## src/rtl/multicycle_alu.sv

```systemverilog
// Handshaked execute unit: single-cycle ALU ops plus an iterative shift-add multiply.
// Results sit in an output register that holds until the consumer takes them.
module multicycle_alu #(
  parameter int WIDTH = 16,
  parameter int OPW   = 4
) (
  input  logic             clk,
  input  logic             reset,
  input  logic             in_valid,
  output logic             in_ready,
  input  logic [OPW-1:0]   in_op,
  input  logic [WIDTH-1:0] in_a,
  input  logic [WIDTH-1:0] in_b,
  output logic             out_valid,
  input  logic             out_ready,
  output logic [WIDTH-1:0] out_c,
  output logic             out_ovf,
  output logic             busy
);

  localparam int CW = $clog2(WIDTH);
  localparam logic [CW-1:0] CNT_LAST = CW'(WIDTH - 1);

  localparam logic [OPW-1:0] OP_ADD = OPW'(4'h0);
  localparam logic [OPW-1:0] OP_SUB = OPW'(4'h1);
  localparam logic [OPW-1:0] OP_AND = OPW'(4'h2);
  localparam logic [OPW-1:0] OP_ORR = OPW'(4'h3);
  localparam logic [OPW-1:0] OP_NOT = OPW'(4'h4);
  localparam logic [OPW-1:0] OP_TCP = OPW'(4'h5);
  localparam logic [OPW-1:0] OP_SHL = OPW'(4'h6);
  localparam logic [OPW-1:0] OP_SHR = OPW'(4'h7);
  localparam logic [OPW-1:0] OP_ORI = OPW'(4'h8);
  localparam logic [OPW-1:0] OP_LHI = OPW'(4'h9);
  localparam logic [OPW-1:0] OP_GTZ = OPW'(4'hA);
  localparam logic [OPW-1:0] OP_ID  = OPW'(4'hB);
  localparam logic [OPW-1:0] OP_EQ  = OPW'(4'hC);
  localparam logic [OPW-1:0] OP_NEQ = OPW'(4'hD);
  localparam logic [OPW-1:0] OP_LTZ = OPW'(4'hE);
  localparam logic [OPW-1:0] OP_MUL = OPW'(4'hF);

  typedef enum logic {S_IDLE = 1'b0, S_MUL = 1'b1} state_t;

  state_t               state_reg, state_next;
  logic                 out_valid_reg;
  logic [WIDTH-1:0]     out_c_reg;
  logic                 out_ovf_reg;
  logic [2*WIDTH-1:0]   mcand_reg;
  logic [WIDTH-1:0]     mult_reg;
  logic [2*WIDTH-1:0]   acc_reg;
  logic [CW-1:0]        cnt_reg;

  logic                 accept;
  logic                 accept_mul;
  logic                 mul_last;
  logic [2*WIDTH-1:0]   acc_next;
  logic [WIDTH-1:0]     alu_c;
  logic                 alu_ovf;
  logic [WIDTH-1:0]     sum;
  logic [WIDTH-1:0]     diff;

  // State register
  always_ff @(posedge clk) begin
    if (reset) state_reg <= S_IDLE;
    else       state_reg <= state_next;
  end

  // Next-state logic
  always_comb begin
    state_next = state_reg;
    case (state_reg)
      S_IDLE:  if (accept_mul) state_next = S_MUL;
      S_MUL:   if (mul_last)   state_next = S_IDLE;
      default: state_next = S_IDLE;
    endcase
  end

  // FSM outputs
  always_comb begin
    in_ready   = (state_reg == S_IDLE) && (!out_valid_reg || out_ready);
    busy       = (state_reg == S_MUL);
    accept     = in_valid && in_ready;
    accept_mul = accept && (in_op == OP_MUL);
    mul_last   = (state_reg == S_MUL) && (cnt_reg == CNT_LAST);
  end

  assign sum      = in_a + in_b;
  assign diff     = in_a - in_b;
  assign acc_next = acc_reg + (mult_reg[0] ? mcand_reg : '0);

  // Single-cycle ops; MUL never takes this path so its entry stays zero
  always_comb begin
    alu_c   = '0;
    alu_ovf = 1'b0;
    case (in_op)
      OP_ADD: begin
        alu_c   = sum;
        alu_ovf = (in_a[WIDTH-1] == in_b[WIDTH-1]) && (sum[WIDTH-1] != in_a[WIDTH-1]);
      end
      OP_SUB: begin
        alu_c   = diff;
        alu_ovf = (in_a[WIDTH-1] != in_b[WIDTH-1]) && (diff[WIDTH-1] != in_a[WIDTH-1]);
      end
      OP_AND: alu_c = in_a & in_b;
      OP_ORR: alu_c = in_a | in_b;
      OP_NOT: alu_c = ~in_a;
      OP_TCP: alu_c = ~in_a + WIDTH'(1);
      OP_SHL: alu_c = {in_a[WIDTH-2:0], 1'b0};
      OP_SHR: alu_c = {in_a[WIDTH-1], in_a[WIDTH-1:1]};
      OP_ORI: alu_c = in_a | {{(WIDTH-8){1'b0}}, in_b[7:0]};
      OP_LHI: alu_c = {in_b[7:0], {(WIDTH-8){1'b0}}};
      OP_GTZ: alu_c = WIDTH'(!in_a[WIDTH-1] && (|in_a));
      OP_ID:  alu_c = in_a;
      OP_EQ:  alu_c = WIDTH'(in_a == in_b);
      OP_NEQ: alu_c = WIDTH'(in_a != in_b);
      OP_LTZ: alu_c = WIDTH'(in_a[WIDTH-1]);
      OP_MUL: alu_c = '0;
      default: alu_c = '0;
    endcase
  end

  // Shift-add multiplier: multiplicand shifts left, multiplier shifts right
  always_ff @(posedge clk) begin
    if (reset) begin
      mcand_reg <= '0;
      mult_reg  <= '0;
      acc_reg   <= '0;
      cnt_reg   <= '0;
    end else if (accept_mul) begin
      mcand_reg <= {{WIDTH{1'b0}}, in_a};
      mult_reg  <= in_b;
      acc_reg   <= '0;
      cnt_reg   <= '0;
    end else if (state_reg == S_MUL) begin
      mcand_reg <= {mcand_reg[2*WIDTH-2:0], 1'b0};
      mult_reg  <= {1'b0, mult_reg[WIDTH-1:1]};
      acc_reg   <= acc_next;
      cnt_reg   <= mul_last ? '0 : cnt_reg + CW'(1);
    end
  end

  // Output register: a new completion wins over a drain; otherwise hold
  always_ff @(posedge clk) begin
    if (reset) begin
      out_valid_reg <= 1'b0;
      out_c_reg     <= '0;
      out_ovf_reg   <= 1'b0;
    end else if (accept && !accept_mul) begin
      out_valid_reg <= 1'b1;
      out_c_reg     <= alu_c;
      out_ovf_reg   <= alu_ovf;
    end else if (mul_last) begin
      out_valid_reg <= 1'b1;
      out_c_reg     <= acc_next[WIDTH-1:0];
      out_ovf_reg   <= |acc_next[2*WIDTH-1:WIDTH];
    end else if (out_valid_reg && out_ready) begin
      out_valid_reg <= 1'b0;
    end
  end

  assign out_valid = out_valid_reg;
  assign out_c     = out_c_reg;
  assign out_ovf   = out_ovf_reg;

endmodule

```

## config.mk

```make
export PLATFORM = sky130hd
export DESIGN_NAME = multicycle_alu
export DESIGN_NICKNAME = d
export VERILOG_FILES = /design/src/rtl/multicycle_alu.sv
export SDC_FILE = /design/constraint.sdc
export NUM_CORES = 1
export LEC_CHECK = 0
export BUFFER_PORTS_ARGS = -buffer_cell sky130_fd_sc_hd__buf_2
export CAP_MARGIN = 5
export CORE_UTILIZATION = 63
export CTS_BUF_LIST = sky130_fd_sc_hd__clkbuf_16
export DETAILED_ROUTE_END_ITERATION = 6
export PLACE_DENSITY = 0.82
export SYNTH_ARGS = -nofsm -noshare
export SYNTH_HDL_FRONTEND = slang
export SYNTH_SLANG_ARGS = --single-unit
```

## constraint.sdc

```tcl
create_clock -name clk -period 4.2 [get_ports clk]
set_clock_uncertainty 0.2 [all_clocks]
set_input_delay 0.84 -clock clk [delete_from_list [all_inputs] [get_ports clk]]
set_output_delay 0.84 -clock clk [all_outputs]
set_load 0.02 [all_outputs]
```

==> results_dict.tcl, run 1 <==
set metrics [dict create \
    cap_violations 0 \
    synth_area_mm2 0.00931 \
    timing_worst_slew_pin_value_ps 978 \
    synthArstFlopShare_pct 0 \
    grt_overflow 0 \
    cp.arrival_ps 3950 \
    cp.required_ps 4250 \
    rsz0062_at_grt "no" \
    clkSlewWorstSetupHoldPaths_ps 70 \
    grt_pass1_vias 9102 \
    clk_path_buf_depth 2 \
    yosysWarnings 0 \
    die_h_um 124 \
    grt_max_degree 53 \
    fillers 1255 \
    clkLatencyLatePin_ps 360 \
    clock-sinks 103 \
    wl_per_cell_um 21.6 \
    p_leak_nw 4.27 \
    fin_nets 1388 \
    grt_usage_pct 41.2 \
    h-tree-depth 3 \
    synth-seq-cells 103 \
    hold_class "reg -> reg" \
    routed_wl_um 31400 \
    cp-start-kind "flop" \
    cts_resized 0 \
    synth_cells 1242 \
    drive_above_1_share_pct 10.5 \
    tns_ps 0 \
    cts_buffers 9 \
    rows 44 \
    ys_seq_area_share_pct 22.1 \
    final_common_cell "nor2_1" \
    first_iter_violations 1189 \
    cts_root_buffer "clkbuf_16" \
    reg2reg_slack_ps 310 \
    setup_ws_ps 306 \
    start_util_pct 64.3 \
    outcome "completed" \
    startpoint "mult_reg[0]" \
    endpoint "out_ovf" \
    syn_avg_cell_area_um2 7.50 \
    crit_fanout 20 \
    crit_type "reg -> reg" \
    period_share_pct 92.7 \
    cts_tree "built" \
    port_buffers 59 \
    r2r-end "out_ovf" \
    synth_cell_types 80 \
    synth_edf_count 0 \
    holdBufCountCts 0 \
    avgViaCountPerCell 6.79 \
    coreArea_mm2 0.0145 \
    dieArea_mm2 0.0153 \
    antenna_found_initial 0 \
    ios 60 \
    place.gp.congestion 1.07 \
    synthFlopType "dfxtp_1" \
    setup_viol 0 \
    antennaDiodeCount 0 \
    die_w_um 124 \
    synth_nets 1365 \
    post-cts-setup-buffer-count 0 \
    p_per_area_mw_per_mm2 237 \
    irDropWorstVdd_uv 198 \
    dp_worst_setup_slack_ps 198 \
    drtPass1Iterations 7 \
    fmax_ghz 0.257 \
    end_kind "flop" \
    ant_nets 0 \
    min_period_ps 3890 \
    worstReg2RegStart "mult_reg[0]" \
    drc 0 \
    hold_violations 0 \
    layout_common_cells "nor2_1 (125), a21oi_1 (111), nand2_1 (107)" \
    syn_to_final_growth_pct 8.72 \
    dp_hpwl_um 23900 \
    slew_headroom_pct 34.6 \
    grt_pass1_wl_um 47900 \
    slew_viol_final 0 \
    dr_total_vias 9871 \
    r2r_cells 12 \
]
area by class of cell:
class / count / area (µm²) / share of cell area, %
clock buffer: 9 / 225 / 2.22
tap: 184 / 230 / 2.27
clock inverter: 7 / 38.8 / 0.383
multi-input combinational: 1000 / 6750 / 66.7
sequential: 103 / 2070 / 20.4
inverter: 49 / 184 / 1.82
timing repair buffer: 102 / 631 / 6.23
metrics by stage:
step / utilization (%) / hold WS (ps) / instances / instance area [µm²] / total power [mW]
2_1_floorplan: - / 237 / 1242 / 9310 / 1.40
3_3_place_gp: 68.1 / 243 / 1438 / 9860 / 1.61
3_5_place_dp: 68.1 / 249 / 1438 / 9860 / 1.61
4_1_cts: 69.9 / 261 / 1454 / 10100 / 2.38
5_1_grt: 69.9 / 279 / 1454 / 10100 / 2.48
6_report: 69.9 / 262 / 1454 / 10100 / 2.40
worst max-delay path: stages, from the launching register on:
cell and delay [ps]:
dfxtp_1 490, buf_4 290, and2_1 160, ha_1 320, a211oi_1 310, o211ai_1 190, and2_1 200, or4_4 420
a211oi_2 230, o2111ai_1 170, nor4_1 380, nand4_1 170, o211a_1 240
layer usage:
metal	routed length, µm	GRT usage (%)	vias to the layer above
met5	0	0	-
met4	1330	19.5	0
met3	2780	8.30	108
met2	14500	68.5	584
met1	12800	50.8	4573
li1	-	-	4606
cells by family (layout without fill, tap and decap cells):
family	Yosys count	after routing	share of synthesized area (%)
adders and majority gates	83	83	11.4
muxes	51	51	5.51
AOI/OAI and AO/OA	398	398	29.2
buffers and inverters	139	167	5.63
DFF	103	103	22.1
xor gates and xnor gates	39	39	3.75
and+or+nand+nor	429	429	22.3
cell usage after synthesis (all sizes together) (9+ instances only):
cell type | number | share of area (%)
a21o | 34 | 2.7
a31oi | 22 | 1.5
a211oi | 24 | 2.0
o211ai | 18 | 1.5
mux2i | 49 | 5.3
a21oi | 111 | 6.0
nor4 | 10 | 0.67
a221oi | 16 | 1.7
and3 | 14 | 0.94
and2 | 40 | 2.7
o21ai | 41 | 2.2
a22oi | 33 | 2.7
nand3 | 31 | 1.7
clkbuf | 82 | 3.3
xnor2 | 32 | 3.1
nor2 | 126 | 5.1
nor2b | 9 | 0.60
o22ai | 9 | 0.60
ha | 80 | 11
o21bai | 13 | 1.0
inv | 48 | 1.9
nand4 | 19 | 1.3
a2111oi | 9 | 0.86
nor3 | 35 | 1.9
nand2 | 107 | 4.3
dfxtp | 103 | 22
where the power goes:
group	switching [mW]	internal, mW	leakage (nW)	total [mW]
sequential	0.0190	0.997	0.834	1.02
clock	0.388	0.398	0.132	0.786
combinational	0.386	0.211	3.30	0.598
worst min-delay path by stage:
stage / startpoint / endpoint / slack [ps] / cells past startpoint
6_report: mult_reg[10] / mult_reg[10] / 260 / 2
4_1_cts: mult_reg[4] / mult_reg[4] / 260 / 2
3_5_place_dp: mult_reg[4] / mult_reg[4] / 250 / 2
2_1_floorplan: mult_reg[10] / mult_reg[10] / 240 / 2
5_1_grt: mult_reg[4] / mult_reg[4] / 280 / 2
3_3_place_gp: mult_reg[2] / mult_reg[2] / 240 / 2
Note: power is estimated with default switching activity, not from simulation.
==> run 2: changes to the inputs <==
==> constraint.sdc (replaced) <==
create_clock -name clk -period 4.2 [get_ports clk]
set_clock_uncertainty 0.2 [all_clocks]
set_input_delay 0.63 -clock clk [delete_from_list [all_inputs] [get_ports clk]]
set_output_delay 0.63 -clock clk [all_outputs]
set_load 0.02 [all_outputs]
==> results_dict.tcl, run 2 (synthesis results as in run 1) <==
set metrics [dict create \
    grt_max_degree 46 \
    failed_checks "DRC" \
    p_sw_mw 0.808 \
    wl_per_cell_um 20.6 \
    r2r_cells 12 \
    r2r-end "out_ovf" \
    h-tree-depth 3 \
    cts_tree "built" \
    start_util_pct 64.3 \
    ios 60 \
    drt-met1-wl_um 12400 \
    worstReg2RegStart "mult_reg[0]" \
    hold_depth 2 \
    clkSlewWorstSetupHoldPaths_ps 80 \
    outcome "finished, violations left" \
    whs_ps 259 \
    die_w_um 124 \
    fillers 1283 \
    crit_fanout 20 \
    fmax_ghz 0.256 \
    cp.arrival_ps 3970 \
    stdcell_area_mm2 0.0100 \
    p_seq_share_pct 41.9 \
    antennaDiodeCount 0 \
    met2_length_um 13400 \
    hold_violations 0 \
    slew_viol_final 0 \
    avgViaCountPerCell 6.79 \
    timing_worst_slew_pin_value_ps 853 \
    cp.required_ps 4260 \
    min_period_ps 3910 \
    cts_root_buffer "clkbuf_16" \
    multiInputGateArea_mm2 0.00675 \
    placed_cell_area_mm2 0.00973 \
    clock-sinks 103 \
    setup_viol 0 \
    drive_above_1_share_pct 9.50 \
    cap_violations 0 \
    irDropWorstVdd_uv 197 \
    first_iter_violations 1433 \
    ant_nets 0 \
    grt_pass1_vias 8804 \
    dr_total_vias 9761 \
    port_buffers 59 \
    end_kind "flop" \
    place.gp.congestion 1.05 \
    dp_worst_setup_slack_ps 296 \
    dieArea_mm2 0.0153 \
    drc 1 \
    routed_wl_um 29600 \
    setup_ws_ps 291 \
    post-cts-setup-buffer-count 0 \
    fin_nets 1371 \
    grt_overflow 0 \
    cts_resized 0 \
    cts_buffers 9 \
    rows 44 \
    die_h_um 124 \
    p_leak_nw 4.20 \
    p_sw_share_pct 33.4 \
    layout_common_cells "nor2_1 (125), a21oi_1 (111), nand2_1 (107)" \
    grt_pass1_wl_um 46200 \
    rsz0062_at_grt "no" \
    holdBufCountCts 0 \
    slew_headroom_pct 43.0 \
    min_to "mult_reg[6]" \
    clkLatencyLatePin_ps 360 \
    final_common_cell "nor2_1" \
    p_comb_share_pct 23.8 \
    drtPass1Iterations 7 \
    grt_usage_pct 39.3 \
    post-route-util_pct 69.2 \
    clkPwrFrac_pct 34.4 \
    seq_area_mm2 0.00207 \
    top_layer "met4" \
    antenna_found_initial 0 \
    p_per_area_mw_per_mm2 241 \
    reg2reg_slack_ps 290 \
    min_from "mult_reg[6]" \
    dp_hpwl_um 22300 \
    coreArea_mm2 0.0145 \
    hold_class "reg -> reg" \
    tns_ps 0 \
    period_share_pct 93.1 \
    syn_to_final_growth_pct 7.62 \
    wl_met3_um 2510 \
    internal_power_mw 1.61 \
    clk_path_buf_depth 2 \
    crit_type "reg -> reg" \
    cp-start-kind "flop" \
]
run 2: changes by cell type in the layout (fill, tap and decap cells not counted), sizes merged:
cell,previous run,this run
clkinv,4,5
clkinvlp,1,0
buf,102,85
run 2: worst max-delay path by stage:
| stage | to | cells after the start | slack [ps] | from |
|---|---|---|---|---|
| after global placement | out_c[0] | 12 | 300 | in_a[10] |
| after detailed placement | out_c[0] | 12 | 300 | in_a[10] |
| after global routing | out_ovf | 12 | 40 | mult_reg[0] |
| after floorplan | out_c[14] | 13 | 770 | in_a[2] |
| final | out_ovf | 12 | 290 | mult_reg[0] |
| after CTS | out_ovf | 12 | 340 | mult_reg[0] |
run 2: final cells by class:
class | instances | share of cell area, %
well taps | 184 | 2.30
repair buffers | 85 | 5.02
clock buffers | 9 | 2.25
inverters | 49 | 1.84
flip-flops and latches | 103 | 20.6
clock inverters | 7 | 0.637
multi-input cells | 1000 | 67.3
run 2: power by group through the flow:
stage	Clock, mW	Sequential (mW)	Combinational (mW)
after floorplan	0	1.05	0.351
after global placement	0	1.04	0.555
after detailed placement	0	1.04	0.554
after CTS	0.839	1.01	0.556
after global routing	0.879	1.01	0.617
final	0.832	1.01	0.575
run 2: through the flow:
| step | instances | power, mW |
|---|---|---|
| 3_3_place_gp | 1421 | 1.59 |
| 4_1_cts | 1437 | 2.41 |
| 3_5_place_dp | 1421 | 1.59 |
| 2_1_floorplan | 1242 | 1.40 |
| 6_report | 1437 | 2.42 |
| 5_1_grt | 1437 | 2.51 |
run 2: metal layers:
layer,global-route usage [%],vias to the layer above
met3,5.58,109
li1,-,4590
met2,63.4,503
met4,18.8,0
met5,0,-
met1,51.4,4559
run 2: critical path, cell delays in order, from the launching register on:
cell       delay [ps]
dfxtp_1           500
buf_4             300
and2_1            180
ha_1              340
a211oi_1          260
o211ai_1          160
and2_1            200
or4_4             420
a211oi_2          220
o2111ai_1         170
nor4_1            430
nand4_1           180
o211a_1           230
==> run 3: changes to the inputs <==
Settings changed: ABC_AREA set to 1.
==> results_dict.tcl, run 3 <==
set metrics [dict create \
    cts_buffers 9 \
    place.gp.congestion 1.07 \
    slew_viol_final 0 \
    antennaDiodeCount 0 \
    wl_met3_um 2780 \
    crit_fanout 23 \
    p_leak_nw 5.51 \
    grt_pass1_vias 10700 \
    cp.arrival_ps 3110 \
    syn_to_final_growth_pct 6.66 \
    synth_simple_gate_area_share_pct 36.3 \
    die_h_um 128 \
    met2_length_um 16000 \
    fillers 1401 \
    multiInputGateArea_mm2 0.00653 \
    yosysTopAreaCellShare_pct 20.8 \
    grt_overflow 0 \
    start_util_pct 64.9 \
    synth_area_leader_cell "dfxtp_1" \
    hold_depth 2 \
    cts_tree "built" \
    clock-sinks 103 \
    synthFlopType "dfxtp_1" \
    end_kind "flop" \
    grt_usage_pct 42.9 \
    clkLatencyLatePin_ps 360 \
    r2r_cells 20 \
    wl_per_cell_um 17.8 \
    synth_cells 1686 \
    synth_nets 1809 \
    internal_power_mw 1.59 \
    p_seq_share_pct 41.4 \
    timing_worst_slew_pin_value_ps 722 \
    tns_ps 0 \
    ant_nets 0 \
    cp.required_ps 4240 \
    slew_headroom_pct 51.7 \
    drc 0 \
    ys_seq_area_share_pct 20.8 \
    synth-seq-cells 103 \
    synth-compound-area-share_pct 16.6 \
    synthMuxAreaShare_pct 0 \
    top_layer "met4" \
    cp-start-kind "flop" \
    dp_worst_setup_slack_ps 947 \
    antenna_found_initial 0 \
    drt-met1-wl_um 13300 \
    hold_violations 0 \
    dp_hpwl_um 26900 \
    synth_edf_count 0 \
    final_common_cell "nand2_1" \
    period_share_pct 73.1 \
    rsz0062_at_grt "no" \
    synth_top_family_by_area "simple AND/OR/NAND/NOR gates" \
    crit_type "reg -> reg" \
    post-cts-setup-buffer-count 0 \
    stdcell_count 1932 \
    drtPass1Iterations 6 \
    synth_cell_types 55 \
    coreArea_mm2 0.0153 \
    rows 45 \
    grt_pass1_wl_um 54100 \
    yosysMostFrequentCell "nand2_1" \
    h-tree-depth 3 \
    synth_area_mm2 0.00994 \
    post-route-util_pct 69.2 \
    fin_nets 1839 \
    ios 60 \
    routed_wl_um 34400 \
    dr_total_vias 11400 \
    p_per_area_mw_per_mm2 232 \
    setup_viol 0 \
    drive_above_1_share_pct 8.72 \
    outcome "completed" \
    hold_class "reg -> reg" \
    syn_avg_cell_area_um2 5.89 \
    yosysWarnings 0 \
    synthArstFlopShare_pct 0 \
    p_sw_share_pct 35.3 \
    clkSlewWorstSetupHoldPaths_ps 80 \
    cts_resized 0 \
    die_w_um 128 \
    port_buffers 59 \
    place_inst 1916 \
    dieArea_mm2 0.0163 \
    p_sw_mw 0.868 \
    setup_ws_ps 1130 \
    fmax_ghz 0.326 \
    min_period_ps 3070 \
    seq_area_mm2 0.00207 \
    irDropWorstVdd_uv 199 \
    clk_path_buf_depth 2 \
    layout_common_cells "nand2_1 (539), inv_1 (270), nor2_1 (143)" \
    grt_max_degree 72 \
    synth_area_leaders "dfxtp_1 (21%), nand2_1 (20%), inv_1 (10%)" \
    clkPwrFrac_pct 34.6 \
    avgViaCountPerCell 5.91 \
    finalPower_mw 2.46 \
    synth_xor_area_share_pct 2.12 \
    holdBufCountCts 0 \
    first_iter_violations 1329 \
    cap_violations 0 \
    synth_adder_area_share_pct 10.7 \
    p_comb_share_pct 23.9 \
    cts_root_buffer "clkbuf_16" \
    netlist_top_cells_count "nand2_1 (539), inv_1 (269), nor2_1 (144)" \
]
## run 3: final cells by class
type                            count  area share, %
Tap cell                          211           2.49
Inverter                          285           10.1
Timing Repair Buffer               71           3.64
Sequential cell                   103           19.5
Clock inverter                      7          0.590
Multi-Input combinational cell   1246           61.6
Clock buffer                        9           2.12
## run 3: path summary, 6_finish.rpt
kind | slack [ps] | from | to
worst max-delay path | 1130 | mult_reg[0] | out_ovf
worst min-delay path | 270 | mult_reg[15] | mult_reg[15]
worst max register to register | 1130 | mult_reg[0] | out_ovf
worst min register to register | 270 | mult_reg[15] | mult_reg[15]
## run 3: layer usage
metal	track usage (%)	vias to the layer above
met2	74.2	656
met3	7.50	155
met1	48.7	5166
met4	28.0	0
li1	-	5436
met5	0	-
## run 3: metrics by stage
step	instance area, µm²	hold slack [ps]
final	10600	270
after floorplan	9940	240
after global routing	10600	280
after CTS	10600	271
after global placement	10300	250
after detailed placement	10300	253
## run 3: cell families (layout without fill, tap and decap cells)
logic type / count (synthesis) / count (layout)
AO/OA/AOI/OAI: 278 / 278
XOR/XNOR: 24 / 24
adder cells (fa/ha/maj): 83 / 83
buffers and inverters: 337 / 372
flip-flops: 103 / 103
AND/OR/NAND/NOR: 861 / 861
## run 3: power by group through the flow
stage / registers (mW) / clock network, mW / logic, mW
finish: 1.02 / 0.852 / 0.589
global route: 1.02 / 0.873 / 0.633
CTS: 1.02 / 0.844 / 0.567
detailed placement: 1.04 / 0 / 0.563
global placement: 1.04 / 0 / 0.560
floorplan: 1.05 / 0 / 0.369
## run 3: worst max-delay path, stage by stage, from the launching register on
cell,delay (ps)
dfxtp_1,520
buf_4,340
nand2_1,90
inv_1,100
ha_1,280
nand2_1,160
inv_1,70
nand2_1,60
nand2_1,60
inv_1,50
nand2_1,90
a21oi_1,250
nand2_1,90
nand2_1,70
nand2_1,60
nor2_1,90
nand2_1,60
nor2_1,100
nand2_1,70
nand2_1,80
a21oi_2,50
